**config.mk**
```make
export PLATFORM = sky130hd
export DESIGN_NAME = button_event_reader
export DESIGN_NICKNAME = d
export VERILOG_FILES = /design/src/rtl/badge_io_pkg.sv /design/src/rtl/btn_debounce_fsm.sv /design/src/rtl/button_event_reader.sv
export SDC_FILE = /design/constraint.sdc
export NUM_CORES = 1
export LEC_CHECK = 0
export CORE_MARGIN = 5
export CORE_UTILIZATION = 45
export CTS_CLUSTER_DIAMETER = 200
export DETAILED_ROUTE_END_ITERATION = 6
export MAX_ROUTING_LAYER = met4
export SLEW_MARGIN = 20
export SYNTH_ARGS = -nofsm -noshare
export SYNTH_HDL_FRONTEND = slang
export SYNTH_SLANG_ARGS = --single-unit
```
**constraint.sdc**
```tcl
create_clock -name clk -period 6.4 [get_ports clk]
set_input_delay 0.64 -clock clk [delete_from_list [all_inputs] [get_ports clk]]
set_output_delay 0.64 -clock clk [all_outputs]
set_load 0.05 [all_outputs]
```
**src/rtl/badge_io_pkg.sv**
```systemverilog
// Shared definitions for the badge button input path: event codes, slot mapping, FSM states.
package badge_io_pkg;

  localparam int unsigned NUM_BTN   = 8;
  localparam int unsigned IDX_W     = 3;
  localparam int unsigned EVT_W     = 5;
  localparam int unsigned EVT_KINDS = 3;
  localparam int unsigned NUM_SLOTS = NUM_BTN * EVT_KINDS;
  localparam int unsigned SLOT_W    = $clog2(NUM_SLOTS);

  localparam int unsigned K_PRESS   = 0;
  localparam int unsigned K_LONG    = 1;
  localparam int unsigned K_RELEASE = 2;

  localparam logic [1:0] EVT_PRESS   = 2'b01;
  localparam logic [1:0] EVT_LONG    = 2'b11;
  localparam logic [1:0] EVT_RELEASE = 2'b10;

  typedef enum logic [1:0] {
    ST_REL = 2'd0,
    ST_PRS = 2'd1,
    ST_LNG = 2'd2
  } btn_state_e;

  typedef struct packed {
    logic [1:0]       typ;
    logic [IDX_W-1:0] idx;
  } evt_code_t;

  // Pending-vector position of an event: lower slots win arbitration.
  function automatic int unsigned slot_index(input int unsigned idx, input int unsigned kind);
    return idx * EVT_KINDS + kind;
  endfunction

  function automatic evt_code_t slot_code(input int unsigned slot);
    evt_code_t c;
    c.idx = IDX_W'(slot / EVT_KINDS);
    case (slot % EVT_KINDS)
      K_PRESS: c.typ = EVT_PRESS;
      K_LONG:  c.typ = EVT_LONG;
      default: c.typ = EVT_RELEASE;
    endcase
    return c;
  endfunction

endpackage

```
**src/rtl/btn_debounce_fsm.sv**
```systemverilog
// Per-button debounce and hold tracker, advanced only on divided ticks.
// Event outputs are single-cycle strobes aligned with the accepting tick.
module btn_debounce_fsm
  import badge_io_pkg::*;
#(
  parameter int unsigned DEB_TICKS  = 10,
  parameter int unsigned LONG_TICKS = 500
) (
  input  logic clk,
  input  logic rst,
  input  logic tick_i,
  input  logic raw_i,
  output logic level_o,
  output logic press_c_o,
  output logic long_c_o,
  output logic release_c_o
);

  localparam int unsigned DEB_W  = $clog2(DEB_TICKS + 1);
  localparam int unsigned HOLD_W = $clog2(LONG_TICKS + 1);

  btn_state_e        state_q, state_d;
  logic [DEB_W-1:0]  deb_cnt_q, deb_cnt_d;
  logic [HOLD_W-1:0] hold_cnt_q, hold_cnt_d;
  logic              level_q, level_d;

  logic              deb_done;
  logic              hold_done;
  logic              rel_go;
  logic [DEB_W-1:0]  deb_inc;
  logic [HOLD_W-1:0] hold_inc;

  assign deb_done  = (deb_cnt_q == DEB_W'(DEB_TICKS - 1));
  assign hold_done = (hold_cnt_q == HOLD_W'(LONG_TICKS - 1));
  assign rel_go    = !raw_i && deb_done;
  // Both counters stop at their ceiling instead of wrapping.
  assign deb_inc   = (deb_cnt_q == DEB_W'(DEB_TICKS)) ? deb_cnt_q : deb_cnt_q + 1'b1;
  assign hold_inc  = (hold_cnt_q == HOLD_W'(LONG_TICKS)) ? hold_cnt_q : hold_cnt_q + 1'b1;

  always_ff @(posedge clk) begin
    if (rst) begin
      state_q    <= ST_REL;
      deb_cnt_q  <= '0;
      hold_cnt_q <= '0;
      level_q    <= 1'b0;
    end else begin
      state_q    <= state_d;
      deb_cnt_q  <= deb_cnt_d;
      hold_cnt_q <= hold_cnt_d;
      level_q    <= level_d;
    end
  end

  always_comb begin
    state_d    = state_q;
    deb_cnt_d  = deb_cnt_q;
    hold_cnt_d = hold_cnt_q;
    if (tick_i) begin
      unique case (state_q)
        ST_REL: begin
          if (!raw_i) begin
            deb_cnt_d = '0;
          end else if (deb_done) begin
            state_d    = ST_PRS;
            deb_cnt_d  = '0;
            hold_cnt_d = '0;
          end else begin
            deb_cnt_d = deb_inc;
          end
        end
        ST_PRS, ST_LNG: begin
          if (raw_i) begin
            deb_cnt_d = '0;
          end else if (rel_go) begin
            state_d   = ST_REL;
            deb_cnt_d = '0;
          end else begin
            deb_cnt_d = deb_inc;
          end
          // A release accepted on the same tick suppresses the long event.
          if (state_q == ST_PRS) begin
            hold_cnt_d = hold_inc;
            if (hold_done && !rel_go) state_d = ST_LNG;
          end
        end
        default: begin
          state_d    = ST_REL;
          deb_cnt_d  = '0;
          hold_cnt_d = '0;
        end
      endcase
    end
    level_d = (state_d != ST_REL);
  end

  always_comb begin
    press_c_o   = (state_q == ST_REL) && (state_d == ST_PRS);
    long_c_o    = (state_q == ST_PRS) && (state_d == ST_LNG);
    release_c_o = (state_q != ST_REL) && (state_d == ST_REL);
    level_o     = level_q;
  end

endmodule

```
**src/rtl/button_event_reader.sv**
```systemverilog
// Badge button reader: synchronise, debounce on a shared tick, and queue
// press/long/release events through a pending vector and a small FIFO.
module button_event_reader
  import badge_io_pkg::*;
#(
  parameter int unsigned TICK_DIV   = 8000,
  parameter int unsigned DEB_TICKS  = 10,
  parameter int unsigned LONG_TICKS = 500,
  parameter int unsigned FIFO_DEPTH = 4
) (
  input  logic               clk,
  input  logic               rst,
  input  logic [NUM_BTN-1:0] nbtn,
  output logic [NUM_BTN-1:0] btn_level,
  output logic               evt_valid,
  input  logic               evt_ready,
  output logic [EVT_W-1:0]   evt_code,
  output logic               overflow
);

  localparam int unsigned DIV_W = $clog2(TICK_DIV + 1);
  localparam int unsigned PTR_W = $clog2(FIFO_DEPTH);
  localparam int unsigned CNT_W = $clog2(FIFO_DEPTH + 1);

  logic [NUM_BTN-1:0]   sync1_q, sync2_q;
  logic [DIV_W-1:0]     div_q;
  logic                 tick_c;

  logic [NUM_BTN-1:0]   press_c, long_c, release_c;
  logic [NUM_SLOTS-1:0] pend_q, pend_d, pend_set_c, pend_clr_c;
  logic                 overflow_q;

  logic                 grant_vld_c;
  logic [SLOT_W-1:0]    grant_slot_c;
  evt_code_t            grant_code_c;

  evt_code_t            mem_q [FIFO_DEPTH];
  logic [PTR_W-1:0]     wr_ptr_q, rd_ptr_q, rd_ptr_d;
  logic [CNT_W-1:0]     cnt_q, cnt_d;
  logic                 full_c, push_c, pop_c;
  logic                 evt_valid_q;
  evt_code_t            evt_code_q, evt_code_d;

  // Two-flop synchroniser, inverted so 1 = pressed.
  always_ff @(posedge clk) begin
    if (rst) begin
      sync1_q <= '0;
      sync2_q <= '0;
    end else begin
      sync1_q <= ~nbtn;
      sync2_q <= sync1_q;
    end
  end

  assign tick_c = (div_q == DIV_W'(TICK_DIV - 1));

  always_ff @(posedge clk) begin
    if (rst)         div_q <= '0;
    else if (tick_c) div_q <= '0;
    else             div_q <= div_q + 1'b1;
  end

  for (genvar gi = 0; gi < NUM_BTN; gi++) begin : g_btn
    btn_debounce_fsm #(
      .DEB_TICKS  (DEB_TICKS),
      .LONG_TICKS (LONG_TICKS)
    ) u_fsm (
      .clk         (clk),
      .rst         (rst),
      .tick_i      (tick_c),
      .raw_i       (sync2_q[gi]),
      .level_o     (btn_level[gi]),
      .press_c_o   (press_c[gi]),
      .long_c_o    (long_c[gi]),
      .release_c_o (release_c[gi])
    );
  end

  always_comb begin
    pend_set_c = '0;
    for (int unsigned b = 0; b < NUM_BTN; b++) begin
      pend_set_c[SLOT_W'(slot_index(b, K_PRESS))]   = press_c[b];
      pend_set_c[SLOT_W'(slot_index(b, K_LONG))]    = long_c[b];
      pend_set_c[SLOT_W'(slot_index(b, K_RELEASE))] = release_c[b];
    end
  end

  // Fixed-priority arbiter: lowest-numbered pending slot goes first.
  always_comb begin
    grant_vld_c  = 1'b0;
    grant_slot_c = '0;
    for (int unsigned s = 0; s < NUM_SLOTS; s++) begin
      if (!grant_vld_c && pend_q[s]) begin
        grant_vld_c  = 1'b1;
        grant_slot_c = SLOT_W'(s);
      end
    end
    grant_code_c = slot_code(32'(grant_slot_c));
  end

  assign full_c = (cnt_q == CNT_W'(FIFO_DEPTH));
  assign push_c = grant_vld_c && !full_c;
  assign pop_c  = evt_valid_q && evt_ready;

  // A new set wins over a same-cycle clear; a set on a still-pending slot is lost.
  always_comb begin
    pend_clr_c = push_c ? (NUM_SLOTS'(1) << grant_slot_c) : '0;
    pend_d     = (pend_q & ~pend_clr_c) | pend_set_c;
  end

  always_ff @(posedge clk) begin
    if (rst) begin
      pend_q     <= '0;
      overflow_q <= 1'b0;
    end else begin
      pend_q     <= pend_d;
      overflow_q <= overflow_q | (|(pend_set_c & pend_q & ~pend_clr_c));
    end
  end

  always_comb begin
    rd_ptr_d = pop_c ? rd_ptr_q + 1'b1 : rd_ptr_q;
    cnt_d    = cnt_q + CNT_W'(push_c) - CNT_W'(pop_c);
    // Head after this cycle: the entry being written if it lands at the new read pointer.
    if (push_c && (wr_ptr_q == rd_ptr_d)) evt_code_d = grant_code_c;
    else                                  evt_code_d = mem_q[rd_ptr_d];
  end

  always_ff @(posedge clk) begin
    if (rst) begin
      for (int i = 0; i < FIFO_DEPTH; i++) mem_q[i] <= '0;
      wr_ptr_q    <= '0;
      rd_ptr_q    <= '0;
      cnt_q       <= '0;
      evt_valid_q <= 1'b0;
      evt_code_q  <= '0;
    end else begin
      if (push_c) begin
        mem_q[wr_ptr_q] <= grant_code_c;
        wr_ptr_q        <= wr_ptr_q + 1'b1;
      end
      rd_ptr_q    <= rd_ptr_d;
      cnt_q       <= cnt_d;
      evt_valid_q <= (cnt_d != '0);
      evt_code_q  <= evt_code_d;
    end
  end

  assign evt_valid = evt_valid_q;
  assign evt_code  = evt_code_q;
  assign overflow  = overflow_q;

endmodule

```
* Word-level counts from Yosys, hierarchy flattened
Memory sizes are Yosys's and may differ from the RTL's. A register that Yosys moved wholly into a read port is not among the register bits.
Cells that the tools add are included.
** Operators by class
- Muxes and demuxes :: 210
- Bitwise logic cells :: 7
- Eq/ne operators :: 99
- Reductions and logical operators :: 158
- Divide/modulo/power cells :: 2
- $add $sub $neg :: 21
- Shift-type cells :: 1
** Operator list (count)
- $mux 9 :: 32
- $mux 4 :: 40
- $eq 9x9->1 const B :: 16
- $pmux 9 s2 :: 8
- $mux 2 :: 58
- $mux 5 :: 23
- $add 9x1->9 const B :: 8
- $and 24x24->24 :: 3
- $logic_and 1x1->1 :: 65
- $eq 4x4->1 const B :: 16
- $pmux 4 s2 :: 8
- $logic_not 1->1 :: 40
- $reduce_and 5->1 :: 8
- $pmux 2 s2 :: 9
- $add 4x1->4 const B :: 8
- $div 5x2->32 const B :: 1
- $eq 2x1->1 const B :: 16
- $eq 2x2->1 const B :: 16
- $eq 32x1->1 const B :: 1
- $logic_not 2->1 :: 16
- $logic_not 32->1 :: 1
- $mod 5x2->32 const B :: 1
- $ne 2x1->1 const B :: 16
- $ne 2x2->1 const B :: 16
- other kinds (18) :: 72
** Storage, ports and cells
- Input bits :: 11
- Logic and storage cells :: 540
- Memory bits (writable) :: 20
- Bits in registers :: 190
- Memories kept :: 1
** Memory list
- mem_q :: words 4, width 5, read ports 1, clocked after Yosys merged registers in 1, wr ports 4, line button_event_reader.sv:37 : evt_code_t mem_q [FIFO_DEPTH];

* Depth between registers and ports, before layout
- Depth in word-level cells :: 76
- Mapped depth :: 20
- Mapped depth without buffers :: 20

* By module
A second synthesis with hierarchy kept.
** Unflattened totals
- Cell total of the unflattened synthesis :: 1561
- Area, all modules :: 13309.0 µm²
** Modules (own cells, without submodules)
- btn_debounce_fsm :: sequential area each 320.3 µm², area an instance 1098.6 µm², times used 8, cells an instance 134
- button_event_reader :: sequential area each 1941.9 µm², area an instance 4520.6 µm², times used 1, cells an instance 489

* Worst setup path after synthesis
No wires, ideal clock.
- Path type :: reg2reg
- Start :: reg pend_q[15] (netlist name)
- End :: reg evt_code[3] (netlist name)
- Buffers on the path :: 0
- Slack :: 1.251 ns
- Data arrival time :: 5.064 ns
- Clock period less this slack :: 5.149 ns
- Data required time :: 6.316 ns
- Cell stages (with the launch flop) :: 21
- Cells stage by stage :: dfxtp_1 nor4_2 nand4_2 o22a_1 inv_1 ha_1 inv_1 ha_1 inv_1 a211o_1 a2111oi_4 o21ai_1 a21oi_1 xnor2_1 ha_1 inv_1 o2111ai_2 nor3_2 o32ai_2 a211o_1 o31ai_2

==> flow_summary_export.csv <==
group,metric,value,unit
die,dieWidth,171.5,um
clock_tree,cts_made_buffers,26,
synth,ys_seq_elements,215,
die,core,0.02584,mm2
setup_path,critPathMaxFanout,7,
timing,hold_viol_final,0,
timing,fin_crit,5.842,ns
timing,clock_skew,0.01190,ns
clock_tree,cts_tree,"done",
global_routing,grt_pass1_vias,9029,
final_layout,area_growth,12.31,%
synth,synthArstFlopShare,0,
power,ir_drop,0.2479,mV
clock_tree,clkLatencyLatePin,0.53,ns
final_layout,fillers,2509,
synth,ys_seq_area_frac,0.3838,
drt,vias,9607,
final_layout,layout.nets,1491,
setup_path,worst_setup_path_start_kind,"flip-flop",
drt,wl,25610,um
run_status,status,"finished clean",
worst_hold_path,hold_path.class,"reg -> reg",
timing,rsz0062_at_grt,"false",
synth,ys_types,90,
clock_tree,hold_buffers,0,
setup_path,cp.required,6.84,ns
clock_tree,htree_levels,1,
drt,detail_route.first_pass.iterations,5,
timing,relSlewSlack,0.3147,
power,pwr_density_cell,339.7,mW/mm2
final_layout,layout_common_cells,"nor2_1, dfxtp_1, nand2_1",
drt,ant_nets,0,
clock_tree,cts_setup_buffers,0,
clock_tree,clkTransAtPathRegs,0.06,ns
timing,period_share,0.9129,
synth,synth_edf_count,20,
drt,via_per_inst,5.477,
final_layout,layout-drive-gt1-share,0.07047,
drt,first_iter_violations,535,
power,p_leak,4.798,nW
drt,drc,0,
die,die_h,171.5,um
global_routing,grt_first_pass_wirelength,43520,um
final_layout,layout_commonest_cell,"nor2_1",
clock_tree,cts_max_path_buffers,3,
synth,syn-cell-area,0.01174,mm2
timing,fmax,0.1712,GHz
placement,gp_congestion,0.9555,
synth,syn_inst,1380,
placement,hpwl,18020,um
setup_path,worst_setup_path_end_kind,"flip-flop",
synth,avgSynthCellArea,8.505,um2
synth,syn_nets,1471,
clock_tree,root_buffer,"clkbuf_16",
global_routing,grt.overflow.total,0,
global_routing,grt_max_degree,87,
synth,ys_warn_count,0,
timing,drv_slew,0,
die,start_util,0.4543,
die,ioPinCount,26,
timing,setup_tns,0,ns
placement,postPlaceCellArea,0.01229,mm2
setup_path,path_class,"reg -> reg",
global_routing,grt_antenna_before_repair,0,
setup_path,ff2ff_path_depth,20,
worst_hold_path,holdPathStages,1,
synth,synth_ff_type,"dfxtp_1",
global_routing,grtUsageTotal,0.1794,
drt,wl_per_cell,14.60,um
timing,tightest_slew,1.025,ns
placement,port-buffer-count,25,
die,die-area,0.02941,mm2
final_layout,design_area,0.01318,mm2
timing,setup_viol,0,
die,num_rows,59,
setup_path,arrival,6.28,ns
clock_tree,clock-sinks,215,
clock_tree,post_cts_resized,0,
run,cap_violations,0,
final_layout,antenna_cells,0,
## worst paths after layout
kind,startpoint,endpoint,slack (ns)
setup / recovery,pend_q[3],evt_code[3],0.56
hold / removal,sync1_q[4],sync2_q[4],0.43
setup reg to reg,pend_q[3],evt_code[3],0.56
hold reg to reg,sync1_q[4],sync2_q[4],0.43
## registers in the layout, summed over array words and instances (netlist names)
signal	count
cnt_q	3
div_q	13
evt_code	5
evt_valid	1
g_btn.u_fsm.deb_cnt_q	32
g_btn.u_fsm.hold_cnt_q	72
g_btn.u_fsm.level_o	8
g_btn.u_fsm.state_q	16
mem_q	20
overflow	1
pend_q	24
rd_ptr_q	2
sync1_q	8
sync2_q	8
wr_ptr_q	2
## kinds of logic (layout without fill, tap and decap cells)
logic type               after synthesis  after routing  synth area share
multiplexers                          16             16           0.01908
AO/OA/AOI/OAI                        289            289            0.1618
buffers and inverters                131            170           0.04456
adder cells (fa/ha/maj)               80             80           0.08592
XOR/XNOR                              72             72           0.05373
flip-flops                           215            215            0.3838
AND/OR/NAND/NOR                      577            577            0.2511
## final cells by class
type | instances | area [um2] | area share
Clock buffer | 39 | 802.0 | 0.06084
Multi-Input combinational cell | 1034 | 6716 | 0.5095
Clock inverter | 8 | 91.34 | 0.006929
Inverter | 89 | 334.1 | 0.02534
Timing Repair Buffer | 34 | 315.3 | 0.02392
Sequential cell | 215 | 4504 | 0.3417
Tap cell | 335 | 419.2 | 0.03180
## report_power, final
group,switching [mW],internal [mW]
sequential,0.0525,1.45
combinational,0.915,0.549
clock,0.567,0.942
## worst max-delay path, cell delays in order (launching register included)
cell,delay [ns]
dfxtp_1,0.36
nor4_4,0.47
nand4_2,0.27
o22a_1,0.36
inv_1,0.20
ha_1,0.33
inv_1,0.13
ha_1,0.29
inv_1,0.08
a211o_1,0.32
a2111oi_4,0.45
o21ai_1,0.17
a21oi_1,0.42
xnor2_1,0.18
ha_1,0.24
inv_1,0.09
o2111ai_2,0.17
nor3_2,0.45
o32ai_2,0.18
a211o_1,0.34
o31ai_2,0.22
## routing by layer
| metal | part of all wire | track usage |
|---|---|---|
| met1 | 0.49 | 0.2450 |
| met2 | 0.45 | 0.2851 |
| met3 | 0.035 | 0.02436 |
| met4 | 0.020 | 0.04065 |
| met5 | 0 | - |
## cell usage after synthesis, types with 8 or more instances
library cell,count,share of area
nand2_1,101,0.032
o22ai_1,8,0.0043
dfxtp_1,195,0.33
o21ai_1,8,0.0034
nor3_1,28,0.012
mux2i_1,10,0.0085
o21a_1,8,0.0051
or3_1,32,0.017
nor4_1,10,0.0053
xor2_1,43,0.032
nor2b_1,17,0.0091
a21oi_1,99,0.042
ha_1,79,0.084
o41ai_1,8,0.0060
and3b_1,12,0.0090
nand4b_1,8,0.0060
o21ai_0,61,0.026
edfxtp_1,20,0.051
nand3_1,45,0.019
inv_1,86,0.028
clkbuf_1,31,0.0099
xnor2_1,29,0.022
nand4_1,29,0.015
nor2_1,203,0.065
nand2b_1,19,0.010
buf_4,8,0.0051
## per-stage QoR
stage	total power, mW	util	setup slack, ns	hold slack (ns)	instances
floorplan	2.662	-	1.251	0.4138	1380
global placement	2.974	0.4756	0.6914	0.4197	1707
detailed placement	2.990	0.4756	0.6250	0.4204	1707
CTS	4.523	0.5102	0.5681	0.4339	1754
global route	4.741	0.5102	0.06186	0.4416	1754
finish	4.478	0.5102	0.5577	0.4328	1754
No activity file was read; power rests on OpenSTA's default activity.
